--- config.mk ---
export PLATFORM = sky130hd
export DESIGN_NAME = multicycle_control_unit_flat
export DESIGN_NICKNAME = d
export VERILOG_FILES = /design/src/rtl/multicycle_control_unit_pkg.sv /design/src/rtl/multicycle_control_unit_if.sv /design/src/rtl/multicycle_control_unit_alu_decoder.sv /design/src/rtl/multicycle_control_unit.sv /design/src/flat_wrapper.sv
export SDC_FILE = /design/constraint.sdc
export NUM_CORES = 1
export LEC_CHECK = 0
export CAP_MARGIN = 5
export CORE_MARGIN = 10
export CORE_UTILIZATION = 27
export DETAILED_ROUTE_END_ITERATION = 12
export PLACE_DENSITY = 0.77
export SYNTH_ARGS = -nofsm -noshare
export SYNTH_HDL_FRONTEND = slang
export SYNTH_SLANG_ARGS = --single-unit
--- constraint.sdc ---
create_clock -name clk -period 1.8 [get_ports clk]
set_clock_uncertainty 0.15 [all_clocks]
set_input_delay 0.27 -clock clk [delete_from_list [all_inputs] [get_ports clk]]
set_output_delay 0.27 -clock clk [all_outputs]
set_load 0.03 [all_outputs]
--- src/rtl/multicycle_control_unit_pkg.sv ---
// Shared definitions for the multi-cycle RV32I control unit: opcodes,
// ALU operation encodings and the sequencer state type.
package multicycle_control_unit_pkg;

   // Major opcodes handled by the R/I/L/S datapath
   localparam logic [6:0] OP_TYPE_R = 7'b0110011;
   localparam logic [6:0] OP_TYPE_I = 7'b0010011;
   localparam logic [6:0] OP_TYPE_L = 7'b0000011;
   localparam logic [6:0] OP_TYPE_S = 7'b0100011;

   // ALU operation encodings, {funct7[5], funct3} style
   localparam logic [3:0] ALU_ADD  = 4'b0000;
   localparam logic [3:0] ALU_SUB  = 4'b1000;
   localparam logic [3:0] ALU_SLL  = 4'b0001;
   localparam logic [3:0] ALU_SLT  = 4'b0010;
   localparam logic [3:0] ALU_SLTU = 4'b0011;
   localparam logic [3:0] ALU_XOR  = 4'b0100;
   localparam logic [3:0] ALU_SRL  = 4'b0101;
   localparam logic [3:0] ALU_SRA  = 4'b1101;
   localparam logic [3:0] ALU_OR   = 4'b0110;
   localparam logic [3:0] ALU_AND  = 4'b0111;

   // funct3 values of the shift instructions
   localparam logic [2:0] F3_SLL = 3'b001;
   localparam logic [2:0] F3_SRX = 3'b101;

   typedef enum logic [2:0] {
      FETCH     = 3'd0,
      DECODE    = 3'd1,
      EXECUTE   = 3'd2,
      MEMORY    = 3'd3,
      WRITEBACK = 3'd4,
      HALT      = 3'd5
   } state_t;

   // True for the opcodes this core can sequence
   function automatic logic is_supported(input logic [6:0] opcode);
      return (opcode == OP_TYPE_R) || (opcode == OP_TYPE_I) ||
             (opcode == OP_TYPE_L) || (opcode == OP_TYPE_S);
   endfunction

endpackage

--- src/rtl/multicycle_control_unit_if.sv ---
// Memory handshakes and datapath control bundle between the control unit
// (master) and the datapath / instruction and data memories (slave).
interface multicycle_control_unit_if;

   logic [31:0] instrCode;
   logic        instrReady;
   logic        dataReady;
   logic        instrReq;
   logic        irWe;
   logic        pcEn;
   logic        regFileWe;
   logic [3:0]  aluControl;
   logic        aluSrcMuxSel;
   logic        RFWDSrcMuxSel;
   logic        shamt_signal;
   logic        dataReq;
   logic        dataWe;
   logic        retire;
   logic        illegal;

   modport master (
      input  instrCode, instrReady, dataReady,
      output instrReq, irWe, pcEn, regFileWe, aluControl, aluSrcMuxSel,
             RFWDSrcMuxSel, shamt_signal, dataReq, dataWe, retire, illegal
   );

   modport slave (
      output instrCode, instrReady, dataReady,
      input  instrReq, irWe, pcEn, regFileWe, aluControl, aluSrcMuxSel,
             RFWDSrcMuxSel, shamt_signal, dataReq, dataWe, retire, illegal
   );

endinterface

--- src/rtl/multicycle_control_unit_alu_decoder.sv ---
// Combinational ALU decode: opcode/funct fields to ALU operation, operand-B
// select and shift-amount immediate select.
module alu_decoder
   import multicycle_control_unit_pkg::*;
(
   input  logic [6:0] opcode_i,
   input  logic [2:0] funct3_i,
   input  logic       funct7_b5_i,
   output logic [3:0] alu_control_o,
   output logic       alu_src_o,
   output logic       shamt_o
);

   // Decode ALU operation; loads and stores compute an address with ADD
   always_comb begin
      // NOTE: every output gets a default first so no path can infer a latch.
      alu_control_o = ALU_ADD;
      alu_src_o     = 1'b0;
      shamt_o       = 1'b0;
      unique case (opcode_i)
         OP_TYPE_R: begin
            alu_control_o = {funct7_b5_i, funct3_i};
         end
         OP_TYPE_I: begin
            // instr[30] is an immediate bit except for SRLI/SRAI
            alu_control_o = {(funct3_i == F3_SRX) & funct7_b5_i, funct3_i};
            alu_src_o     = 1'b1;
            shamt_o       = (funct3_i == F3_SLL) || (funct3_i == F3_SRX);
         end
         OP_TYPE_L, OP_TYPE_S: begin
            alu_src_o = 1'b1;
         end
         default: ;
      endcase
   end

endmodule

--- src/rtl/multicycle_control_unit.sv ---
// Multi-cycle sequencer for the RV32I R/I/L/S datapath with ready/req
// handshakes on instruction and data memory.
module multicycle_control_unit
   import multicycle_control_unit_pkg::*;
(
   input  logic                              clk,
   input  logic                              reset,
   multicycle_control_unit_if.master         bus
);

   state_t     state_q, state_d;
   logic       run_q;
   logic [6:0] opcode;
   logic       is_mem, is_store, ctl_active;
   logic [3:0] dec_alu;
   logic       dec_src, dec_shamt;
   logic       unused_instr_bits;

   assign opcode   = bus.instrCode[6:0];
   assign is_store = (opcode == OP_TYPE_S);
   assign is_mem   = (opcode == OP_TYPE_L) || is_store;
   assign unused_instr_bits = ^{bus.instrCode[31], bus.instrCode[29:15],
                                bus.instrCode[11:7]};

   alu_decoder u_alu_decoder (
      .opcode_i      (opcode),
      .funct3_i      (bus.instrCode[14:12]),
      .funct7_b5_i   (bus.instrCode[30]),
      .alu_control_o (dec_alu),
      .alu_src_o     (dec_src),
      .shamt_o       (dec_shamt)
   );

   // State register; run_q keeps every output low until the first edge after reset release
   always_ff @(posedge clk or negedge reset) begin
      // NOTE: sequential state is updated with non-blocking assignments only.
      if (!reset) begin
         state_q <= FETCH;
         run_q   <= 1'b0;
      end else begin
         state_q <= state_d;
         run_q   <= 1'b1;
      end
   end

   // Next-state and handshake/enable outputs
   always_comb begin
      state_d           = state_q;
      bus.instrReq      = 1'b0;
      bus.irWe          = 1'b0;
      bus.pcEn          = 1'b0;
      bus.regFileWe     = 1'b0;
      bus.RFWDSrcMuxSel = 1'b0;
      bus.dataReq       = 1'b0;
      bus.dataWe        = 1'b0;
      bus.retire        = 1'b0;
      bus.illegal       = 1'b0;
      if (run_q) begin
         unique case (state_q)
            FETCH: begin
               bus.instrReq = 1'b1;
               if (bus.instrReady) begin
                  bus.irWe = 1'b1;
                  state_d  = DECODE;
               end
            end
            DECODE: begin
               state_d = is_supported(opcode) ? EXECUTE : HALT;
            end
            EXECUTE: begin
               if (is_mem) begin
                  state_d = MEMORY;
               end else begin
                  bus.regFileWe = 1'b1;
                  bus.pcEn      = 1'b1;
                  bus.retire    = 1'b1;
                  state_d       = FETCH;
               end
            end
            MEMORY: begin
               bus.dataReq = 1'b1;
               bus.dataWe  = is_store;
               if (bus.dataReady) begin
                  if (is_store) begin
                     bus.pcEn   = 1'b1;
                     bus.retire = 1'b1;
                     state_d    = FETCH;
                  end else begin
                     state_d = WRITEBACK;
                  end
               end
            end
            WRITEBACK: begin
               bus.regFileWe     = 1'b1;
               bus.RFWDSrcMuxSel = 1'b1;
               bus.pcEn          = 1'b1;
               bus.retire        = 1'b1;
               state_d           = FETCH;
            end
            HALT: begin
               bus.illegal = 1'b1;
            end
            default: state_d = FETCH;
         endcase
      end
   end

   // Datapath controls are only driven while an instruction is executing
   assign ctl_active = run_q && ((state_q == EXECUTE) || (state_q == MEMORY) ||
                                 (state_q == WRITEBACK));
   assign bus.aluControl   = ctl_active ? dec_alu : 4'b0000;
   assign bus.aluSrcMuxSel = ctl_active & dec_src;
   assign bus.shamt_signal = ctl_active & dec_shamt;

endmodule

--- src/flat_wrapper.sv ---
// flat-port wrapper written by rule: the top's interface ports become plain ports
module multicycle_control_unit_flat import multicycle_control_unit_pkg::*;
  (clk, reset, bus_instrCode, bus_instrReady, bus_dataReady, bus_instrReq, bus_irWe, bus_pcEn, bus_regFileWe, bus_aluControl, bus_aluSrcMuxSel, bus_RFWDSrcMuxSel, bus_shamt_signal, bus_dataReq, bus_dataWe, bus_retire, bus_illegal);
  multicycle_control_unit_if bus_i ();
  input  logic clk;
  input  logic reset;
  input wire logic [$bits(bus_i.instrCode)-1:0] bus_instrCode;
  input wire logic [$bits(bus_i.instrReady)-1:0] bus_instrReady;
  input wire logic [$bits(bus_i.dataReady)-1:0] bus_dataReady;
  output wire logic [$bits(bus_i.instrReq)-1:0] bus_instrReq;
  output wire logic [$bits(bus_i.irWe)-1:0] bus_irWe;
  output wire logic [$bits(bus_i.pcEn)-1:0] bus_pcEn;
  output wire logic [$bits(bus_i.regFileWe)-1:0] bus_regFileWe;
  output wire logic [$bits(bus_i.aluControl)-1:0] bus_aluControl;
  output wire logic [$bits(bus_i.aluSrcMuxSel)-1:0] bus_aluSrcMuxSel;
  output wire logic [$bits(bus_i.RFWDSrcMuxSel)-1:0] bus_RFWDSrcMuxSel;
  output wire logic [$bits(bus_i.shamt_signal)-1:0] bus_shamt_signal;
  output wire logic [$bits(bus_i.dataReq)-1:0] bus_dataReq;
  output wire logic [$bits(bus_i.dataWe)-1:0] bus_dataWe;
  output wire logic [$bits(bus_i.retire)-1:0] bus_retire;
  output wire logic [$bits(bus_i.illegal)-1:0] bus_illegal;
  assign bus_i.instrCode = bus_instrCode;
  assign bus_i.instrReady = bus_instrReady;
  assign bus_i.dataReady = bus_dataReady;
  assign bus_instrReq = bus_i.instrReq;
  assign bus_irWe = bus_i.irWe;
  assign bus_pcEn = bus_i.pcEn;
  assign bus_regFileWe = bus_i.regFileWe;
  assign bus_aluControl = bus_i.aluControl;
  assign bus_aluSrcMuxSel = bus_i.aluSrcMuxSel;
  assign bus_RFWDSrcMuxSel = bus_i.RFWDSrcMuxSel;
  assign bus_shamt_signal = bus_i.shamt_signal;
  assign bus_dataReq = bus_i.dataReq;
  assign bus_dataWe = bus_i.dataWe;
  assign bus_retire = bus_i.retire;
  assign bus_illegal = bus_i.illegal;
  multicycle_control_unit u_core (.clk(clk), .reset(reset), .bus(bus_i));
endmodule
==> metrics.cfg <==
[outcome]
outcome = complete, but fails checks
violations = setup timing

[route]
drc = 0
first_pass_iters = 4
dr_total_vias = 669
wirelength_um = 1981
wl_per_cell_um = 15.48
vias_per_cell = 5.227
antenna_left = 0
drtIter0Drc = 9

[worst_setup_path]
crit_slowest_cell = dfrtp_1
crit_path_max_incr_delay_ns = 0.41
end_kind = primary output
critPathLaunchType = flip-flop
crit_type = flip-flop to primary output
crit_chain = nand2b_4 > o21ai_4 > nand4_1 > nor4b_4 > buf_6
required_ns = 1.38
crit_fanout = 5
crit_arrival_ns = 1.58

[floorplanning]
core-area_mm2 = 0.001689
io_pins = 51
placementRows = 15
die_w_um = 61.69
start_util = 0.2778
die_h_um = 61.69
dieArea_mm2 = 0.003805

[hold_path]
hold_path_class = input port to asynchronous set/reset pin

[placed_design]
gp_congestion = 0.8218
dp_hpwl_um = 1505
pre_cts_ws_ns = -0.4286
io_buffer_count = 29
placed_cells = 117

[final_layout]
drive_above_1_share = 0.5676
post-route-util = 0.6067
fill_cells = 140
final_cell_count_no_fill = 128
syn_to_final_growth_pct = 118.4
layout.nets = 148
n_antenna_cell = 0

[sta]
period_share = 1.111
finalSetupViolations = 10
grt_setup_unrepaired = true
maxSlewViolCount = 0
hold_slack_ns = 0.07174
layout_setup_ws_ns = -0.2002
hold_viol_final = 0
max_freq_ghz = 0.5000
period_needed_ns = 2.000

[synth]
syn_area_um2 = 469.2
yosysWarnings = 0
ys_ff_latch = 4
yosysTopAreaCellShare = 0.2133
synth_cell_types = 31
syn_avg_cell_area_um2 = 7.820
synth_top_cell_by_area = dfrtp_1
yosys-top-cells-area = dfrtp_1, nand2_1, and2_1, nor2_1, nor4_4
synth-seq-area-share = 0.2133
synthesis.nets = 96
synthCells = 60

[global_route]
grt_pass1_vias = 695
grt_use_total = 0.1072
grt_max_degree = 10
antenna_found_initial = 0
gr-total-overflow = 0
grt_pass1_wl_um = 3077

[power_and_ir_drop]
p_leak_nw = 0.4740
peakVddDrop_mv = 0.5613
finalPower_mw = 0.8609
powerDensity_mw_per_mm2 = 840.2

[cts]
clock_latency_ns = 0.25
clk_pin_slew_ns = 0.04
root_buffer = clkbuf_4
numCtsBuffers = 3
h-tree-depth = 1
cts_tree = built
clkSinkCount = 4
ctsHoldBuffers = 0
clock_path_buffers = 2

[run]
maxCapViolations = 0

[power breakdown]
group / internal, mW / switching (mW) / leakage [nW]
sequential: 0.118 / 0.0520 / 0.0459
clock: 0.0837 / 0.0453 / 0.0150
combinational: 0.285 / 0.276 / 0.413
[state kept, by name (all words and copies together), names as in the netlist]
| signal | flops |
|---|---|
| u_core.run_q | 1 |
| u_core.state_q | 3 |
[through the flow]
| step | area, um^2 | TNS, ns |
|---|---|---|
| after floorplan | 516.7 | -0.3001 |
| after global placement | 870.8 | -2.808 |
| after detailed placement | 870.8 | -3.449 |
| after CTS | 999.7 | -1.271 |
| after global routing | 1025 | -2.012 |
| final | 1025 | -1.305 |
[cell usage after synthesis]
| master | number |
|---|---|
| nand2b_1 | 3 |
| and3_4 | 1 |
| nor4b_2 | 1 |
| a21o_1 | 1 |
| nor2_1 | 6 |
| conb_1 | 1 |
| nor2b_1 | 1 |
| nor3b_1 | 1 |
| nor4_4 | 1 |
| nand4_1 | 1 |
| or4_1 | 1 |
| and2_1 | 4 |
| o21ai_1 | 2 |
| and4_1 | 2 |
| nand3_1 | 2 |
| inv_1 | 1 |
| nor2b_2 | 1 |
| nor3_1 | 1 |
| o31ai_1 | 2 |
| buf_2 | 2 |
| and4b_1 | 1 |
| buf_4 | 2 |
| and3b_1 | 1 |
| a21oi_1 | 3 |
| o21ai_2 | 1 |
| o21ai_0 | 3 |
| dfrtp_1 | 4 |
| a221oi_2 | 1 |
| nand2_1 | 7 |
| nand2b_4 | 1 |
| o2111ai_1 | 1 |
[layer usage]
| layer | wire [um] | track usage |
|---|---|---|
| met1 | 731 | 0.09651 |
| met2 | 1035 | 0.2020 |
| met3 | 180 | 0.03711 |
| met4 | 33 | 0.06051 |
| met5 | 0 | 0 |
[worst max-delay path, delay by kind of cell (launching register included)]
kind / cells / cell delay, ns
compound gates: 1 / 0.14
buf+inv: 1 / 0.16
flops: 1 / 0.41
simple gates: 3 / 0.62
[cell families after synthesis]
kind of cell / share of synthesized area
flip-flops: 0.2133
AO/OA/AOI/OAI: 0.2026
buffers and inverters: 0.06132
AND/OR/NAND/NOR: 0.5147
other: 0.007992
[placed cells by master, fill, tap and decap left out, drive strengths merged, types with 2 or more instances in the layout]
master / n
buf: 41
clkdlybuf4s50: 9
nand2: 7
nor2: 6
o21ai: 6
and2: 4
clkbuf: 4
nand2b: 4
dfrtp: 4
a21oi: 3
and4: 2
nand3: 2
o31ai: 2
nor2b: 2
[area by class of cell]
| type | instances | area, um^2 | share of cell area |
|---|---|---|---|
| clock buffers | 4 | 26.28 | 0.02564 |
| inverters | 1 | 3.754 | 0.003663 |
| multi-input cells | 51 | 420.4 | 0.4103 |
| flip-flops and latches | 4 | 102.6 | 0.1001 |
| well taps | 17 | 21.27 | 0.02076 |
| repair buffers | 51 | 450.4 | 0.4396 |
[what timing repair did]
action                                  in CTS  in global routing
endpoints found under the setup margin      11                 11
pin swaps                                   12                  5
setup buffers                                7                  1
resized for setup                           34                  8
[worst paths after layout]
kind                                                 end                           from  slack [ns]  cells after the start
min                               u_core.run_q$_DFF_PN0_                          reset        0.07                      1
max                                     bus_shamt_signal  u_core.state_q[1]$_DFFE_PN0P_       -0.20                      5
max in group asynchronous  u_core.state_q[0]$_DFFE_PN0P_                          reset        1.24                      1
min reg2reg                u_core.state_q[2]$_DFFE_PN0P_  u_core.state_q[0]$_DFFE_PN0P_        0.52                      2
max reg2reg                u_core.state_q[0]$_DFFE_PN0P_  u_core.state_q[1]$_DFFE_PN0P_        0.50                      5
min in group clk           u_core.state_q[1]$_DFFE_PN0P_               bus_instrCode[2]        0.27                      3
Power figures use the tool's default switching activity.
